==> src/rtl/i2c_target.sv <==
// ============================================================================
// Module  : i2c_target
// Purpose : I2C target with filtered SCL/SDA, 7-bit address match, byte
//           write delivery and byte read shifting over open-drain SDA.
// Revision: 1.0
// ============================================================================
`timescale 1ns/1ps
`default_nettype none

module i2c_target #(
  parameter logic [6:0] TARGET_ADDR = 7'h50,
  parameter int         FILT_CYC    = 4,
  parameter int         HOLD_CYC    = 8
) (
  input  logic       CLK,
  input  logic       RST,
  input  logic       scl_i,
  input  logic       sda_i,
  output logic       sda_t,
  output logic [7:0] rx_data,
  output logic       rx_valid,
  input  logic [7:0] tx_data,
  output logic       tx_ack,
  output logic       busy
);

  localparam logic [3:0] FILT_LAST = 4'(FILT_CYC - 1);
  localparam logic [5:0] HOLD_LD   = 6'(HOLD_CYC - 1);

  typedef enum logic [2:0] {
    IDLE     = 3'd0,
    ADDR     = 3'd1,
    ADDR_ACK = 3'd2,
    WR_DATA  = 3'd3,
    WR_ACK   = 3'd4,
    RD_DATA  = 3'd5,
    RD_ACK   = 3'd6
  } state_t;

  // Index 0 carries SCL, index 1 carries SDA through the input path.
  logic [1:0]      raw, sync1, sync2, filt, filt_d;
  logic [1:0][3:0] fcnt;

  logic scl_f, sda_f;
  logic scl_rise, scl_fall, sda_rise, sda_fall;
  logic start, stop;

  state_t     state, state_n;
  logic [2:0] bitcnt;
  logic [6:0] shreg;
  logic [6:0] tx_sr;
  logic       rw;
  logic       acked;
  logic       pend, pend_val;
  logic [5:0] hold_cnt;

  logic bit_clr, bit_inc, shift_in, rw_load, ack_set, ack_clr;
  logic load_tx, shift_tx, rx_store, release_now, sched, sched_val;

  assign raw = {sda_i, scl_i};

  always_ff @(posedge CLK) begin
    if (RST) begin
      sync1  <= 2'b11;
      sync2  <= 2'b11;
      filt   <= 2'b11;
      filt_d <= 2'b11;
      fcnt   <= '0;
    end else begin
      sync1  <= raw;
      sync2  <= sync1;
      filt_d <= filt;
      for (int i = 0; i < 2; i++) begin
        if (sync2[i] == filt[i]) begin
          fcnt[i] <= 4'd0;
        end else if (fcnt[i] == FILT_LAST) begin
          filt[i] <= sync2[i];
          fcnt[i] <= 4'd0;
        end else begin
          fcnt[i] <= fcnt[i] + 4'd1;
        end
      end
    end
  end

  assign scl_f    = filt[0];
  assign sda_f    = filt[1];
  assign scl_rise =  filt[0] & ~filt_d[0];
  assign scl_fall = ~filt[0] &  filt_d[0];
  assign sda_rise =  filt[1] & ~filt_d[1];
  assign sda_fall = ~filt[1] &  filt_d[1];
  // Filtered SCL is the post-edge level, so simultaneous SCL/SDA drops are not a START.
  assign start    = sda_fall & scl_f;
  assign stop     = sda_rise & scl_f;

  assign busy   = (state != IDLE) && (state != ADDR);
  assign tx_ack = load_tx;

  always_comb begin
    state_n     = state;
    bit_clr     = 1'b0;
    bit_inc     = 1'b0;
    shift_in    = 1'b0;
    rw_load     = 1'b0;
    ack_set     = 1'b0;
    ack_clr     = 1'b0;
    load_tx     = 1'b0;
    shift_tx    = 1'b0;
    rx_store    = 1'b0;
    release_now = 1'b0;
    sched       = 1'b0;
    sched_val   = 1'b1;
    if (stop) begin
      state_n     = IDLE;
      release_now = 1'b1;
    end else if (start) begin
      state_n     = ADDR;
      bit_clr     = 1'b1;
      release_now = 1'b1;
    end else begin
      case (state)
        ADDR: if (scl_rise) begin
          shift_in = 1'b1;
          if (bitcnt != 3'd7) begin
            bit_inc = 1'b1;
          end else if (shreg == TARGET_ADDR) begin
            bit_inc = 1'b1;
            rw_load = 1'b1;
            ack_clr = 1'b1;
            state_n = ADDR_ACK;
          end else begin
            state_n = IDLE;
          end
        end
        ADDR_ACK, WR_ACK: if (scl_fall) begin
          sched = 1'b1;
          if (!acked) begin
            sched_val = 1'b0;
            ack_set   = 1'b1;
          end else if (state == WR_ACK || !rw) begin
            state_n = WR_DATA;
          end else begin
            sched_val = tx_data[7];
            load_tx   = 1'b1;
            state_n   = RD_DATA;
          end
        end
        WR_DATA: if (scl_rise) begin
          shift_in = 1'b1;
          bit_inc  = 1'b1;
          if (bitcnt == 3'd7) begin
            rx_store = 1'b1;
            ack_clr  = 1'b1;
            state_n  = WR_ACK;
          end
        end
        RD_DATA: if (scl_fall) begin
          sched   = 1'b1;
          bit_inc = 1'b1;
          if (bitcnt == 3'd7) begin
            ack_clr = 1'b1;
            state_n = RD_ACK;
          end else begin
            shift_tx  = 1'b1;
            sched_val = tx_sr[6];
          end
        end
        RD_ACK: begin
          if (scl_rise) begin
            if (sda_f) state_n = IDLE;
            else       ack_set = 1'b1;
          end else if (scl_fall && acked) begin
            sched     = 1'b1;
            sched_val = tx_data[7];
            load_tx   = 1'b1;
            state_n   = RD_DATA;
          end
        end
        default: ;
      endcase
    end
  end

  always_ff @(posedge CLK) begin
    if (RST) begin
      state    <= IDLE;
      bitcnt   <= 3'd0;
      shreg    <= 7'd0;
      tx_sr    <= 7'd0;
      rw       <= 1'b0;
      acked    <= 1'b0;
      rx_data  <= 8'h00;
      rx_valid <= 1'b0;
      sda_t    <= 1'b1;
      pend     <= 1'b0;
      pend_val <= 1'b1;
      hold_cnt <= 6'd0;
    end else begin
      state    <= state_n;
      rx_valid <= rx_store;
      if (bit_clr)      bitcnt <= 3'd0;
      else if (bit_inc) bitcnt <= bitcnt + 3'd1;
      if (shift_in) shreg <= {shreg[5:0], sda_f};
      if (rw_load)  rw    <= sda_f;
      if (ack_clr)      acked <= 1'b0;
      else if (ack_set) acked <= 1'b1;
      if (load_tx)       tx_sr <= tx_data[6:0];
      else if (shift_tx) tx_sr <= {tx_sr[5:0], 1'b0};
      if (rx_store) rx_data <= {shreg, sda_f};
      // Each scheduled level lands exactly HOLD_CYC cycles after its SCL fall.
      if (release_now) begin
        sda_t <= 1'b1;
        pend  <= 1'b0;
      end else if (sched) begin
        if (HOLD_CYC == 1) begin
          sda_t <= sched_val;
          pend  <= 1'b0;
        end else begin
          pend     <= 1'b1;
          pend_val <= sched_val;
          hold_cnt <= HOLD_LD;
        end
      end else if (pend) begin
        if (hold_cnt == 6'd1) begin
          sda_t <= pend_val;
          pend  <= 1'b0;
        end else begin
          hold_cnt <= hold_cnt - 6'd1;
        end
      end
    end
  end

endmodule

`default_nettype wire

==> config.mk <==
export PLATFORM = sky130hd
export DESIGN_NAME = i2c_target
export DESIGN_NICKNAME = d
export VERILOG_FILES = /design/src/rtl/i2c_target.sv
export SDC_FILE = /design/constraint.sdc
export NUM_CORES = 1
export LEC_CHECK = 0
export CAP_MARGIN = 20
export CORE_ASPECT_RATIO = 0.7
export CORE_UTILIZATION = 33
export CTS_CLUSTER_SIZE = 28
export DETAILED_ROUTE_END_ITERATION = 12
export PLACE_DENSITY = 0.62
export SETUP_SLACK_MARGIN = 0.15
export SLEW_MARGIN = 20
export SYNTH_ARGS = -nofsm -noshare
export SYNTH_HDL_FRONTEND = slang
export SYNTH_SLANG_ARGS = --single-unit
==> constraint.sdc <==
create_clock -name CLK -period 2 [get_ports CLK]
set_input_delay 0.4 -clock CLK [delete_from_list [all_inputs] [get_ports CLK]]
set_output_delay 0.4 -clock CLK [all_outputs]
set_load 0.02 [all_outputs]
==> impl_results.md, run 1 <==
- R2R setup slack: 140 ps
- Area of the multi-input gates: roughly 0.0016 mm²
- Drt drc: 2
- Status: complete, but fails checks
- Mapped Nets: 323
- Routability cong.: 0.862
- Detailed Route WL: approximately 6.3 mm
- Peak VDD IR: approximately 0.38 mV
- Hold slack: between 400 and 500 ps
- Maxcap violations: 0
- CP required: 2200 ps
- H-tree lvl count: 2
- Fmax: between 0.5 and 0.6 GHz
- Global-route wire length before repair: ~10 mm
- Pwr dens: approximately 600 mW/mm²
- Synth warnings: 0
- Critical Path Fanout Max: 13
- Fin. Hold Viols: 0
- Total gr overflow: 0
- Final ANT Viol Nets: 0
- Hold path startpoint: sync1[0]
- Die ar.: 0.00869 mm²
- Slew @ Worst Pin: 564 ps
- Clock Tree Root: clkbuf_16
- Initial core utilization: between 30% and 40%
- Final setup viols: 0
- Dpl hpwl: about 4.4 mm
- Normalized max-slew margin: 62.0%
- R2R Path End: state[0]
- Post-synth cell types: 59
- Height of the chip: 78.3 µm
- Cells after Synth: ~300
- Clock latency on the worst-skew pair: about 300 ps
- Clk_skew: about 9.6 ps
- Die extent in x: around 110 µm
- Port bufs: 23
- R2R Path Start: state[1]
- Synthesis-stage register bit count: 56
- Worst reg-to-reg path cell count: 7
- Area occupied by registers: between 0.001 and 0.0015 mm²
- Leakage: 1.28 nW
- Drt first pass iters: 8
- Layout cells sized above 1: about a fifth
- Hold buffers post-CTS: 0
- WHS Path Cells: 1
- Fin crit share: between 90 and 100%
- Global-route usage over all layers: 14.6%
- Hold Path Sink: sync2[0]
- Clock buffer count from CTS: 5
- Clock tree buffer depth: 2
- Fraction of registers with async set/reset: 0%
- Clk pin slew, worst setup/hold paths: ~80 ps
- Synth Area per Inst: ~9 µm²
- Crit Path Class: reg2reg
- CTS tree: built
- Largest net degree at the start of global routing: 21
- WP data arrival: between 2000 and 2500 ps
- CP endpoint kind: flop
- Commonest non-fill, non-tap cell in the layout: dfxtp_1
- Failing checks: design-rule violations
- RSZ-0062 raised after global routing: true
- Core Util, Final: 43.2%
- Sink Count: 56
- Post-layout minimum cycle time: approximately 1900 ps
- Hold WC Path Type: reg2reg
- Core area: 0.00797 mm²
- Nets@finish: between 300 and 400
- Sequential share of the synthesized area: around two fifths
- CP Launch Type: flop
- Fillers: 780
- DRT iter0 DRCs: between 100 and 150
- Initial antenna violation count: 0
- Vias in the first global route: roughly 2100
- Most frequent cells in the layout: 50 x dfxtp_1, 38 x nor2_1, 23 x mux2i_1, 21 x clkdlybuf4s50_1, 17 x buf_4
- Synth Flop Type: dfxtp_1
- Syn-to-layout area delta: 25.3%
- Row count: 27
- Slew Viols, Final: 0
- Antenna cell count: 0
- # IOs: 24
- Mapped cell area: between 0.002 and 0.003 mm²
- Via count: 2297
- Wire per inst: approximately 14 µm
- DR vias/cell: 5.23
- Post-synth EDFFs: 0
==> critical path: stages (launching register included) <==
cell	delay [ps]
dfxtp_2	360
buf_6	170
nand2b_4	90
a2111oi_4	360
buf_4	190
a311oi_4	40
mux2i_2	200
a2111oi_2	350
==> synthesized netlist by cell type (3+ instances only) <==
cell type	number	share of area, %
xor2_1	3	0.96
nand2b_1	7	1.6
nor2b_1	6	1.4
a31oi_1	4	0.91
o21ai_0	13	2.4
xnor2_1	4	1.3
nand2_1	12	1.6
or4_1	3	0.82
nor3b_1	3	0.82
inv_1	9	1.2
buf_2	9	1.6
dfxtp_1	56	41
nor3_1	8	1.5
clkbuf_1	7	0.96
ha_1	7	3.2
a211oi_1	6	1.6
or2_2	7	1.6
nand3_1	8	1.5
a21boi_0	5	1.4
mux2i_1	24	8.8
a21oi_1	11	2.0
or3_1	6	1.4
nor2_1	38	5.2
==> power by group <==
part           internal [mW]  switching (mW)  leakage [nW]
Sequential              1.12         0.00237         0.455
Combinational         0.0301          0.0237         0.752
Clock                  0.484           0.462        0.0767
Total                   1.63           0.488          1.28
==> registers in the layout, indices dropped and copies added (netlist names), 2 cells and up <==
signal and count:
tx_sr 7, hold_cnt 6, bitcnt 3, filt 2, sync1 2, sync2 2
fcnt 8, state 3, shreg 7, filt_d 2, rx_data 8
==> layout make-up <==
cell class	count	share of cell area [%]
Clock buffer	5	3.64
Clock inverter	3	0.836
Inverter	9	0.982
Multi-Input combinational cell	219	46.0
Sequential cell	56	32.9
Tap cell	101	3.67
Timing Repair Buffer	46	12.0
==> logic make-up after synthesis <==
logic type                 share of synthesized area [%]
adders and majority gates                           3.19
muxes                                               9.16
AOI/OAI and AO/OA                                   16.9
and+or+nand+nor                                     22.7
xor gates and xnor gates                            2.23
buffers and inverters                               5.06
DFF                                                 40.8
==> per-layer routing <==
metal	routed length [µm]	global-route usage, %
met5	0	0
met4	46	3.65
met3	306	3.17
met2	2790	23.0
met1	3150	20.2
==> what timing repair did <==
| item | CTS | global route |
|---|---|---|
| setup endpoints to repair | 16 | 28 |
| gates resized for setup | 9 | 31 |
| gates cloned | 0 | 1 |
| buffers inserted | 3 | 0 |
| pin swaps | 2 | 5 |
==> per-stage QoR <==
step           std cells  setup WS [ps]  cell area, µm²  TNS, ps  total power [mW]
6_report             439            145            3440        0              2.12
5_1_grt              439           33.3            3440        0              2.19
4_1_cts              438           70.2            3330        0              2.14
3_5_place_dp         427          -25.1            3140    -25.1              1.20
3_3_place_gp         427           91.7            3140        0              1.20
2_1_floorplan        304            232            2750        0              1.17
==> worst max-delay path by stage <==
stage / cells past startpoint / endpoint / from / slack (ps)
final: 7 / state[0] / state[1] / 140
after global routing: 7 / state[0] / state[1] / 30
after CTS: 4 / tx_ack / state[0] / 70
after detailed placement: 7 / state[0] / state[1] / -30
after global placement: 7 / state[0] / state[1] / 90
after floorplan: 6 / state[0] / acked / 230
Note: power is estimated with default switching activity, not from simulation.
==> inputs of run 2 (changes only) <==
--- a/config.mk
+++ b/config.mk
@@ -12,6 +12,7 @@
 export DETAILED_ROUTE_END_ITERATION = 12
 export PLACE_DENSITY = 0.62
 export SETUP_SLACK_MARGIN = 0.15
+export SKIP_LAST_GASP = 1
 export SLEW_MARGIN = 20
 export SYNTH_ARGS = -nofsm -noshare
 export SYNTH_HDL_FRONTEND = slang
==> results of run 2 <==
The final DEF is identical to that of run 1; final timing and power are the same.
==> inputs of run 3 (changes only) <==
--- a/config.mk
+++ b/config.mk
@@ -7,10 +7,11 @@
 export LEC_CHECK = 0
 export CAP_MARGIN = 20
 export CORE_ASPECT_RATIO = 0.7
-export CORE_UTILIZATION = 33
+export CORE_UTILIZATION = 44
 export CTS_CLUSTER_SIZE = 28
 export DETAILED_ROUTE_END_ITERATION = 12
-export PLACE_DENSITY = 0.62
+export GPL_TIMING_DRIVEN = 0
+export PLACE_DENSITY = 0.75
 export SETUP_SLACK_MARGIN = 0.15
 export SKIP_LAST_GASP = 1
 export SLEW_MARGIN = 20
==> impl_results.md, run 3 (synthesis results as in run 1) <==
- Clock buffer count from CTS: 5 (unchanged)
- Crit Path Class: reg2reg (unchanged)
- Drt drc: 0 (was 2)
- Initial antenna violation count: 0 (unchanged)
- Post-layout minimum cycle time: 1870 ps (was 1860 ps)
- Row count: 23 (was 27)
- H-tree lvl count: 2 (unchanged)
- Leakage: 1.24 nW (was 1.28 nW)
- Normalized max-slew margin: 63.9% (was 62.0%)
- CP Launch Type: flop (unchanged)
- Status: finished, final reports clean (was complete, but fails checks)
- Slew Viols, Final: 0 (unchanged)
- Peak VDD IR: 0.293 mV (was 0.375 mV)
- Slew @ Worst Pin: 541 ps (was 564 ps)
- CTS tree: built (unchanged)
- Vias in the first global route: 2061 (was 2112)
- Total Power: 1.80 mW (was 2.12 mW)
- Global-route usage over all layers: 20.1% (was 14.6%)
- Post-Layout Cell Count: 419 (was 439)
- Antenna cell count: 0 (unchanged)
- Commonest non-fill, non-tap cell in the layout: dfxtp_1 (unchanged)
- Global-route wire length before repair: 9.89 mm (was 10.4 mm)
- Port bufs: 22 (was 23)
- WP data arrival: 2130 ps (was 2060 ps)
- Pwr dens: 531 mW/mm² (was 616 mW/mm²)
- Dpl hpwl: 4.24 mm (was 4.37 mm)
- CP endpoint kind: flop (unchanged)
- Design area: 0.00339 mm² (was 0.00344 mm²)
- Die extent in x: 96.4 µm (was 111 µm)
- Detailed Route WL: 6.31 mm (was 6.29 mm)
- CP required: 2260 ps (was 2200 ps)
- Fin crit share: 93.5% (was 92.8%)
- Setup Slack @ Placement: -119 ps (was -25.1 ps)
- DRT iter0 DRCs: 183 (was 144)
- Largest net degree at the start of global routing: 18 (was 21)
- Initial core utilization: 46.8% (was 34.4%)
- Fmax: 0.535 GHz (was 0.539 GHz)
- Clk pin slew, worst setup/hold paths: 100 ps (was 80 ps)
- Height of the chip: 68.1 µm (was 78.3 µm)
- Hold buffers post-CTS: 0 (unchanged)
- DP Cell Count: 401 (was 427)
- Hold WC Path Type: reg2reg (unchanged)
- Fin. Hold Viols: 0 (unchanged)
- Final ANT Viol Nets: 0 (unchanged)
- Clk_skew: 4.45 ps (was 9.58 ps)
- RSZ-0062 raised after global routing: true (unchanged)
- DR vias/cell: 5.63 (was 5.23)
- Drt first pass iters: 4 (was 8)
- Die ar.: 0.00656 mm² (was 0.00869 mm²)
- Final setup viols: 0 (unchanged)
- Core area: 0.00587 mm² (was 0.00797 mm²)
- Clock latency on the worst-skew pair: 320 ps (was 300 ps)
- Most frequent cells in the layout: 49 x dfxtp_1, 38 x nor2_1, 24 x mux2i_1, 20 x clkdlybuf4s50_1, 12 x nand2_1 (was 50 x dfxtp_1, 38 x nor2_1, 23 x mux2i_1, 21 x clkdlybuf4s50_1, 17 x buf_4)
- Total gr overflow: 0 (unchanged)
- Fillers: 530 (was 780)
- Core Util, Final: 57.8% (was 43.2%)
- Critical Path Fanout Max: 9 (was 13)
- Wire per inst: 15.1 µm (was 14.3 µm)
- Clock tree buffer depth: 2 (unchanged)
- # IOs: 24 (unchanged)
- Nets@finish: 362 (was 356)
- Via count: 2361 (was 2297)
- Syn-to-layout area delta: 23.6% (was 25.3%)
- Sink Count: 56 (unchanged)
- Routability cong.: 0.948 (was 0.862)
- Placed Area: 0.00306 mm² (was 0.00314 mm²)
- Layout cells sized above 1: 20.6% (was 20.4%)
- Setup ws final: 130 ps (was 145 ps)
- Leading registers by flop count: fcnt (8), rx_data (8) (unchanged)
- Maxcap violations: 0 (unchanged)
- Clock Tree Root: clkbuf_8 (was clkbuf_16)
[run 3: cell count changes in the layout (fill, tap and decap cells not counted), sizes merged]
| cell | previous run | this run |
|---|---|---|
| clkbuf | 6 | 20 |
| buf | 23 | 16 |
| inv | 12 | 9 |
| a21boi | 6 | 7 |
| clkdlybuf4s50 | 21 | 20 |
| clkinv | 0 | 1 |
| clkinvlp | 0 | 1 |
[run 3: final timing paths]
path	start	end	slack [ps]	cells after the start
worst max-delay path	filt[1]	hold_cnt[4]	130	7
worst min-delay path	sync1[1]	sync2[1]	420	1
worst max register to register	filt[1]	hold_cnt[4]	130	7
worst min register to register	sync1[1]	sync2[1]	420	1
[run 3: layout make-up]
cell class	count	area, µm²	share of cell area (%)
inverter	9	33.8	0.996
multi-input combinational	220	1620	47.7
clock inverter	2	16.3	0.480
clock buffer	6	72.6	2.14
timing repair buffer	31	288	8.48
tap	75	93.8	2.77
buffer	20	136	4.02
sequential	56	1130	33.4
[run 3: layer usage]
| metal | part of all wire, % | vias up | track usage [%] |
|---|---|---|---|
| met5 | 0 | - | 0 |
| met4 | 1.6 | 0 | 6.07 |
| met3 | 6.4 | 12 | 5.67 |
| met2 | 44 | 75 | 29.5 |
| met1 | 48 | 1105 | 28.4 |
| li1 | - | 1169 | - |
[run 3: where the power goes]
| group | internal [mW] | total (mW) | leakage, nW | switching [mW] |
|---|---|---|---|---|
| logic | 0.0266 | 0.0530 | 0.742 | 0.0264 |
| registers | 1.12 | 1.12 | 0.453 | 0.00239 |
| clock network | 0.250 | 0.629 | 0.0414 | 0.379 |
| total | 1.39 | 1.80 | 1.24 | 0.408 |
[run 3: critical path, stage by stage (launching register included)]
cell and delay (ps):
dfxtp_2 330, buf_6 120, xor2_2 180, and2_4 170
buf_6 130, or4_4 410, or3_1 330, a21oi_2 140
[run 3: stage by stage]
step,hold slack [ps],TNS (ps)
after global routing,427,0
after floorplan,389,0
after detailed placement,394,-119
after CTS,419,0
final,416,0
after global placement,392,-114
[run 3: what timing repair did]
item,in CTS,in global routing
hold endpoints to repair,0,0
buffers inserted,1,8
pin swaps,3,3
gates cloned,0,1
resized for setup,15,39
setup endpoints to repair,6,22
